### src/rtl/nn_inference_ctrl.sv
// Inference sequencer: gates each network run on frame_ready, sequences reset/settle/run,
// bounds the run with a watchdog and registers the classification result.
module nn_inference_ctrl #(
   parameter int NUM_OUTPUTS    = 10,
   parameter int DATA_WIDTH     = 16,
   parameter int RESET_CYCLES   = 1,
   parameter int SETTLE_CYCLES  = 1,
   parameter int TIMEOUT_CYCLES = 4096,
   parameter int COUNT_WIDTH    = 16,
   localparam int IDX_W         = $clog2(NUM_OUTPUTS)
) (
   input  logic                   clk_i,
   input  logic                   reset_i,
   input  logic                   mode_continuous_i,
   input  logic                   start_i,
   input  logic                   frame_ready_i,
   input  logic [DATA_WIDTH-1:0]  threshold_i,
   input  logic                   nn_max_valid_i,
   input  logic [IDX_W-1:0]       nn_max_index_i,
   input  logic [DATA_WIDTH-1:0]  nn_max_value_i,
   output logic                   nn_reset_o,
   output logic                   nn_valid_o,
   output logic                   busy_o,
   output logic [IDX_W-1:0]       result_index_o,
   output logic [DATA_WIDTH-1:0]  result_value_o,
   output logic                   result_valid_o,
   output logic                   result_confident_o,
   output logic                   timeout_err_o,
   output logic                   range_err_o,
   output logic [COUNT_WIDTH-1:0] infer_count_o,
   output logic [2:0]             dbg_state_o
);

   localparam int MAX_RS  = (RESET_CYCLES > SETTLE_CYCLES) ? RESET_CYCLES : SETTLE_CYCLES;
   localparam int MAX_CYC = (MAX_RS > TIMEOUT_CYCLES) ? MAX_RS : TIMEOUT_CYCLES;
   localparam int CNT_W   = $clog2(MAX_CYC + 1);

   localparam logic [CNT_W-1:0] RST_LAST    = CNT_W'(RESET_CYCLES - 1);
   localparam logic [CNT_W-1:0] SETTLE_LAST = CNT_W'(SETTLE_CYCLES - 1);
   localparam logic [CNT_W-1:0] TO_LAST     = CNT_W'(TIMEOUT_CYCLES - 1);
   localparam logic [IDX_W:0]   NUM_OUT_L   = (IDX_W + 1)'(NUM_OUTPUTS);

   typedef enum logic [2:0] {
      S_IDLE     = 3'd0,
      S_RESET_NN = 3'd1,
      S_SETTLE   = 3'd2,
      S_RUN      = 3'd3,
      S_DONE     = 3'd4
   } state_e;

   state_e                 state_q, state_d;
   logic [CNT_W-1:0]       cnt_q, cnt_d;
   logic                   start_pending_q, start_pending_d;
   logic [IDX_W-1:0]       result_index_q, result_index_d;
   logic [DATA_WIDTH-1:0]  result_value_q, result_value_d;
   logic                   result_confident_q, result_confident_d;
   logic                   timeout_err_q, timeout_err_d;
   logic                   range_err_q, range_err_d;
   logic [COUNT_WIDTH-1:0] infer_count_q, infer_count_d;
   logic                   launch;
   logic                   capture;
   logic                   in_range;

   assign launch   = frame_ready_i & (mode_continuous_i | start_i | start_pending_q);
   assign in_range = ({1'b0, nn_max_index_i} < NUM_OUT_L);

   // Network handshake: nn_valid_o is held high for the whole RUN phase; the network answers
   // with a single-cycle nn_max_valid_i, which is only accepted while nn_valid_o is high.
   always_comb begin
      state_d            = state_q;
      cnt_d              = cnt_q;
      start_pending_d    = start_pending_q | start_i;
      result_index_d     = result_index_q;
      result_value_d     = result_value_q;
      result_confident_d = result_confident_q;
      timeout_err_d      = timeout_err_q;
      range_err_d        = range_err_q;
      infer_count_d      = infer_count_q;
      capture            = 1'b0;

      case (state_q)
         S_IDLE: begin
            if (launch) begin
               state_d         = S_RESET_NN;
               cnt_d           = '0;
               start_pending_d = 1'b0;
            end
         end
         S_RESET_NN: begin
            if (cnt_q == RST_LAST) begin
               state_d = S_SETTLE;
               cnt_d   = '0;
            end else begin
               cnt_d = cnt_q + 1'b1;
            end
         end
         S_SETTLE: begin
            if (cnt_q == SETTLE_LAST) begin
               state_d = S_RUN;
               cnt_d   = '0;
            end else begin
               cnt_d = cnt_q + 1'b1;
            end
         end
         S_RUN: begin
            // Completion takes priority over the terminal watchdog cycle.
            if (nn_max_valid_i) begin
               state_d = S_DONE;
               capture = 1'b1;
            end else if (cnt_q == TO_LAST) begin
               state_d       = S_IDLE;
               timeout_err_d = 1'b1;
            end else begin
               cnt_d = cnt_q + 1'b1;
            end
         end
         S_DONE:  state_d = S_IDLE;
         default: state_d = S_IDLE;
      endcase

      if (capture) begin
         result_index_d     = nn_max_index_i;
         result_value_d     = nn_max_value_i;
         result_confident_d = ($signed(nn_max_value_i) >= $signed(threshold_i)) & in_range;
         range_err_d        = range_err_q | ~in_range;
         if (infer_count_q != {COUNT_WIDTH{1'b1}}) begin
            infer_count_d = infer_count_q + 1'b1;
         end
      end
   end

   always_ff @(posedge clk_i or posedge reset_i) begin
      if (reset_i) begin
         state_q            <= S_IDLE;
         cnt_q              <= '0;
         start_pending_q    <= 1'b0;
         result_index_q     <= '0;
         result_value_q     <= '0;
         result_confident_q <= 1'b0;
         timeout_err_q      <= 1'b0;
         range_err_q        <= 1'b0;
         infer_count_q      <= '0;
      end else begin
         state_q            <= state_d;
         cnt_q              <= cnt_d;
         start_pending_q    <= start_pending_d;
         result_index_q     <= result_index_d;
         result_value_q     <= result_value_d;
         result_confident_q <= result_confident_d;
         timeout_err_q      <= timeout_err_d;
         range_err_q        <= range_err_d;
         infer_count_q      <= infer_count_d;
      end
   end

   assign nn_reset_o         = (state_q == S_RESET_NN);
   assign nn_valid_o         = (state_q == S_RUN);
   assign busy_o             = (state_q != S_IDLE);
   assign result_valid_o     = (state_q == S_DONE);
   assign result_index_o     = result_index_q;
   assign result_value_o     = result_value_q;
   assign result_confident_o = result_confident_q;
   assign timeout_err_o      = timeout_err_q;
   assign range_err_o        = range_err_q;
   assign infer_count_o      = infer_count_q;
   assign dbg_state_o        = state_q;

endmodule

### config.mk
export PLATFORM = sky130hd
export DESIGN_NAME = nn_inference_ctrl
export DESIGN_NICKNAME = d
export VERILOG_FILES = /design/src/rtl/nn_inference_ctrl.sv
export SDC_FILE = /design/constraint.sdc
export NUM_CORES = 1
export LEC_CHECK = 0
export ABC_AREA = 1
export CAP_MARGIN = 20
export CORE_ASPECT_RATIO = 0.9
export CORE_UTILIZATION = 55
export CTS_BUF_LIST = sky130_fd_sc_hd__clkbuf_4 sky130_fd_sc_hd__clkbuf_8
export DETAILED_ROUTE_END_ITERATION = 7
export PLACE_DENSITY = 0.93
export RECOVER_POWER = 25
export SLEW_MARGIN = 30
export SYNTH_ARGS = -nofsm -noshare
export SYNTH_HDL_FRONTEND = slang
export SYNTH_SLANG_ARGS = --single-unit
### constraint.sdc
create_clock -name clk_i -period 2.7 [get_ports clk_i]
set_input_delay 0.54 -clock clk_i [delete_from_list [all_inputs] [get_ports clk_i]]
set_output_delay 0.54 -clock clk_i [all_outputs]
set_load 0.05 [all_outputs]
==> metrics, run 1 <==
post-CTS setup buffers=0; CP max stage delay=roughly 800 ps; Top FF cell, synth=dfrtp_1; FF/Latch Area=approximately 1400 um2; final worst slack=between 200 and 250 ps; Worst setup SP type=register; Slew Limit Fails=0; GRT Total Usage=0.2794; Final Net Count=573; Clock transition at path regs=about 100 ps; Slew HR=0.2573; first-pass GRT wire length=between 10000 and 15000 um; Post-Route WL=8289 um; most frequent cells after synthesis=nand2_1 (132), dfrtp_1 (56), inv_1 (53); post-route ant nets=0; placed wire-length estimate=around 6600 um; clock insertion delay at the later pin of the skew report=about 320 ps; Core Rows=26; share of the synthesized area in the top cell type=0.4157; final hold vios=0; initial antenna violation count=0; total number of vias=around 3200; Post-CTS Resized=0; wire per inst=~14 um; min cycle time layout=~2500 ps; crit path max fanout=10; Vias/cell=between 5 and 6; VDD IR-drop max=between 0.6 and 0.7 mV; Setup TNS=0 ps; clock skew=9.946 ps; Syn. warnings=0; top-count cell post-synth=nand2_1; DP Worst Slack=around 180 ps; io pins=88; worst-path cell chain=inv_2 -> nand3_4 -> clkinv_1 -> clkdlybuf4s50_1; LEAKAGE=~0.0022 uW; Hold Path Class=reg2reg; fillers=between 300 and 400; clock tree sinks=between 50 and 60; Mapped Avg Cell Area=about 8.0 um2; # hold bufs at CTS=0; Residual DRC=2; Initial Utilization=0.5821; DIE HEIGHT=about 76 um; asr flop ratio synth=1.000; drt initial violations=200; CTS tree=done; share of the yosys chip area belonging to registers=0.4157; Clock Root Buffer=clkbuf_8; Multi-input gate area=~1700 um2; Ant. Diodes=0; H-tree lvl count=2; PD cells=843.4 nW/um2; number of global-route vias before repair=about 3200; fmax=slightly above 0.4 GHz; Net Count, Synth=between 400 and 500; DIE AREA=roughly 6400 um2; Area contributors post-synth=dfrtp_1 (42%), nand2_1 (15%), ha_1 (7.1%); share of cells above drive strength 1=0.07992; status=complete, but fails checks; Synth cell types=35; Final Wtd Congestion=approximately 0.95; Worst Path Required=about 2200 ps; CTS Buffer Depth=2; unrepaired setup endpoints after global routing=no; violated checks=DRC; TritonCTS buffer count=5; FF-to-FF setup slack=approximately 480 ps; Slew @ Worst Pin=approximately 1100 ps; Max-cap violations=0; Yosys reg bits=between 50 and 60; area grow syn2layout=30.59%; largest net degree at the start of global routing=27; Buffers on Ports=87; cell family with most CP delay=buffers and inverters; post-synth top area cell=dfrtp_1; DR pass1 iterations=8; grt total ovfl=0; CP Capture Type=output pin; cell count after synthesis=between 400 and 500; Core Region=a little under 6000 um2; Setup Viol. Count Final=0; Post-synth EDFFs=0; Die Wd=around 85 um; Crit Path Class=reg2out; Post-Syn Area=between 3000 and 4000 um2; CP max stage cell=clkdlybuf4s50_1; Worst EP arrival=1920 ps; Buf+Inv Stages, Crit Path=3; period utilisation layout=0.9100
sequential cells by signal, summed over array words and instances, names as in the netlist, 3 cells and up:
register / flops
cnt_q: 13
dbg_state_o: 3
result_value_o: 16
infer_count_o: 16
result_index_o: 4
kinds of logic after synthesis:
logic type / Yosys count / share of synthesized area
simple gates: 217 / 0.3036
buf+inv: 64 / 0.08092
flops: 56 / 0.4157
compound gates: 42 / 0.06756
xor+xnor: 22 / 0.06162
fa+ha+maj: 19 / 0.07053
where the power goes:
group / internal (uW) / switching (uW)
combinational: 626 / 1400
sequential: 1050 / 167
clock: 195 / 280
total: 1870 / 1850
worst paths after layout:
check / startpoint / to / depth (start not counted)
max: dbg_state_o[2] / nn_valid_o / 4
min reg2reg: range_err_o / range_err_o / 1
max in group asynchronous: reset_i / cnt_q[10] / 3
min in group asynchronous: reset_i / infer_count_o[4] / 2
min: range_err_o / range_err_o / 1
max reg2reg: cnt_q[0] / cnt_q[11] / 11
layout make-up:
| type | count | share of cell area |
|---|---|---|
| Inverter | 58 | 0.04946 |
| Multi-Input combinational cell | 300 | 0.3854 |
| Clock buffer | 6 | 0.01734 |
| Timing Repair Buffer | 91 | 0.2058 |
| Clock inverter | 2 | 0.003695 |
| Tap cell | 70 | 0.01990 |
| Sequential cell | 56 | 0.3184 |
routing by layer:
metal	vias to the layer above	global-route usage	share of wire
met5	-	0	0
met4	0	0.1203	0.025
met3	24	0.08126	0.086
met2	170	0.4699	0.49
met1	1479	0.3336	0.40
li1	1515	-	-
through the flow:
| step | power, uW | cell area, um2 | hold WS [ps] | utilization | instances |
|---|---|---|---|---|---|
| after CTS | 3725 | 4409 | 474.6 | 0.7615 | 583 |
| final | 3713 | 4402 | 469.7 | 0.7602 | 583 |
| after floorplan | 2573 | 3371 | 535.4 | - | 420 |
| after global routing | 3924 | 4402 | 508.0 | 0.7602 | 583 |
| after detailed placement | 3244 | 4317 | 450.7 | 0.7455 | 575 |
| after global placement | 3188 | 4317 | 441.6 | 0.7455 | 575 |
cells in the final DEF (no fill, tap or decap), types with 2 or more instances in the layout:
cell type        Yosys  final
xor2_1              16     16
nand3_1             23     23
nor2_4               5      5
ha_1                19     19
xnor2_1              4      4
nor4_1               4      4
clkbuf_8             0      5
o21bai_1             2      2
nor2_2               5      5
buf_4                0      3
o21ai_0             10     10
clkdlybuf4s50_1      0     86
nand2_2              8      8
nand4_1              9      9
inv_1               53     53
nand2_1            132    132
a21oi_1             12     12
o21ai_1             13     13
xnor2_2              2      2
o211ai_1             4      4
dfrtp_1             56     56
inv_2                4      4
nor2_1              16     16
nor3_1               7      7
No activity file was read; power rests on OpenSTA's default activity.
==> run 2, diff against run 1 <==
--- a/config.mk
+++ b/config.mk
@@ -7,10 +7,10 @@
 export LEC_CHECK = 0
 export ABC_AREA = 1
 export CAP_MARGIN = 20
-export CORE_ASPECT_RATIO = 0.9
 export CORE_UTILIZATION = 55
 export CTS_BUF_LIST = sky130_fd_sc_hd__clkbuf_4 sky130_fd_sc_hd__clkbuf_8
 export DETAILED_ROUTE_END_ITERATION = 7
+export GPL_TIMING_DRIVEN = 0
 export PLACE_DENSITY = 0.93
 export RECOVER_POWER = 25
 export SLEW_MARGIN = 30
==> run 2 against run 1 <==
Effect of this change: the run still ends with DRC left; core utilization fell by 0.70 points; cell count rose by 1.4%; register-to-register slack improved by 220 ps; clock skew rose by 5.1 ps; combinational power barely moved; wire length fell by 5.2%; power rose by 3.4%; global-route usage fell by 2.2 points; count of clock-buffer cells in the layout fell by 1; maximum frequency rose by 1.6%; critical endpoint is now busy_o; largest power group unchanged; highest routed layer unchanged.
==> metrics, run 2 (same netlist as run 1, synthesis figures left out) <==
drt initial violations=223; # hold bufs at CTS=0; WL met1=3235 um; Buf+Inv Stages, Crit Path=1; worst-path cell chain=nor2_1 -> nand2_1 -> clkdlybuf4s50_1; total number of vias=roughly 3100; Worst EP arrival=around 1900 ps; io pins=88; crit path max fanout=5; clock insertion delay at the later pin of the skew report=around 320 ps; Buffers on Ports=87; CP Capture Type=output pin; Clock Root Buffer=clkbuf_8; Crit Path Class=reg2out; DIE AREA=between 6000 and 7000 um2; Slew @ Worst Pin=1303 ps; fmax=between 0.4 and 0.5 GHz; most frequent cells in the layout=nand2_1 (132), clkdlybuf4s50_1 (85), dfrtp_1 (56); Post-CTS Resized=0; Hold Path Class=reg2reg; Core Rows=28; Slew HR=0.1313; Layout Cells excl Fill=around 590; Setup Viol. Count Final=0; Levels on crit path=3; violated checks=DRC; H-tree lvl count=2; switching portion of total power=0.4849; CP max stage delay=720 ps; Hold EP=range_err_o; wire per inst=13.30 um; Worst Path Required=roughly 2200 ps; grt total ovfl=0; initial antenna violation count=0; CTS Buffer Depth=2; largest net degree at the start of global routing=53; PD cells=~860 nW/um2; Vias/cell=between 5 and 6; Comb pwr share=0.534; Max-cap violations=0; Post-Route WL=~7900 um; Ant. Diodes=0; DIE HEIGHT=~80 um; r2r startpoint=cnt_q[0]; Slew Limit Fails=0; GRT Total Usage=0.2570; CP max stage cell=clkdlybuf4s50_1; post-CTS setup buffers=0; placed wire-length estimate=5938 um; first-pass GRT wire length=around 13000 um; placed insts=583; Final Net Count=~580; most common cell after layout, fill and taps aside=nand2_1; Top Metal Used=met4; DR pass1 iterations=8; Final Wtd Congestion=between 0.8 and 0.9; min cycle time layout=about 2400 ps; Residual DRC=1; Reg power frac=0.316; hold_sp=range_err_o; Core Region=roughly 5900 um2; wire length on met2=~4000 um; Worst setup SP type=register; period utilisation layout=0.8961; wire length on met3=510 um; area grow syn2layout=32.29%; share of cells above drive strength 1=0.08527; reg-to-reg critical path endpoint=cnt_q[9]; hold path cells=1; CTS tree=done; Setup TNS=0 ps; VDD IR-drop max=roughly 0.77 mV; LEAKAGE=~0.0022 uW; TritonCTS buffer count=5; status=complete, but fails checks; Initial Utilization=0.5693; FF-to-FF setup slack=around 700 ps; Die Wd=between 80 and 90 um; Util after Layout=0.7532; r2r worst-path depth=11; post-route ant nets=0; clock skew=between 15 and 20 ps; Psw=around 1900 uW; Clock transition at path regs=about 100 ps; number of global-route vias before repair=3034; P_int=1978 uW; power share of the clock group=0.150; unrepaired setup endpoints after global routing=no; final hold vios=0; clock tree sinks=56; cell family with most CP delay=buffers and inverters
[run 2: cell count changes in the layout (fill, tap and decap cells not counted), sizes merged]
cell	previous run	this run
bufinv	0	1
clkdlybuf4s50	86	85
buf	3	4
clkbuf	6	8
[run 2: worst max-delay path by stage]
stage                         to            from
6_report                  busy_o  dbg_state_o[0]
5_1_grt               nn_reset_o  dbg_state_o[1]
4_1_cts               nn_valid_o  dbg_state_o[2]
3_5_place_dp            cnt_q[5]         start_i
3_3_place_gp   result_value_o[6]         reset_i
2_1_floorplan     result_valid_o  dbg_state_o[2]
[run 2: final cells by class]
cell class / instances / area, um2
multi-input cells: 300 / 1697
fillers: 418 / 1461
flip-flops and latches: 56 / 1401
repair buffers: 88 / 878.3
inverters: 58 / 219.0
well taps: 75 / 93.84
clock buffers: 5 / 68.82
plain buffers: 6 / 55.05
clock inverters: 3 / 46.29
[run 2: per-layer routing]
metal	vias up	GRT usage
met5	-	0
met4	0	0.07857
met3	11	0.05795
met2	121	0.4650
met1	1435	0.3004
li1	1532	-
[run 2: worst register-to-register path: cells and delay by family, from the launching register on]
family | cells | cell delay (ps)
DFF | 1 | 450
AOI/OAI and AO/OA | 1 | 70
and+or+nand+nor | 8 | 920
buffers and inverters | 1 | 160
adders and majority gates | 1 | 300
[run 2: power groups by stage]
stage          Clock (uW)  Combinational (uW)  Sequential (uW)
2_1_floorplan           0                 712             1860
3_3_place_gp            0                2000             1220
3_5_place_dp            0                2050             1220
4_1_cts               580                2060             1210
5_1_grt               626                2190             1240
6_report              576                2050             1210
[run 2: stage by stage]
step	total power (uW)	setup slack [ps]	hold slack, ps	area [um2]
3_3_place_gp	3215	-174.9	443.9	4335
4_1_cts	3854	106.8	431.7	4481
5_1_grt	4052	188.5	507.4	4459
3_5_place_dp	3272	438.7	459.2	4365
6_report	3840	280.6	477.4	4459
2_1_floorplan	2573	328.6	535.4	3371
==> run 3, diff against run 2 <==
--- a/config.mk
+++ b/config.mk
@@ -13,6 +13,7 @@
 export GPL_TIMING_DRIVEN = 0
 export PLACE_DENSITY = 0.93
 export RECOVER_POWER = 25
+export SKIP_CTS_REPAIR_TIMING = 1
 export SLEW_MARGIN = 30
 export SYNTH_ARGS = -nofsm -noshare
 export SYNTH_HDL_FRONTEND = slang
==> results of run 3 <==
Same layout as run 2: the final DEF is identical, and so are final timing and power.
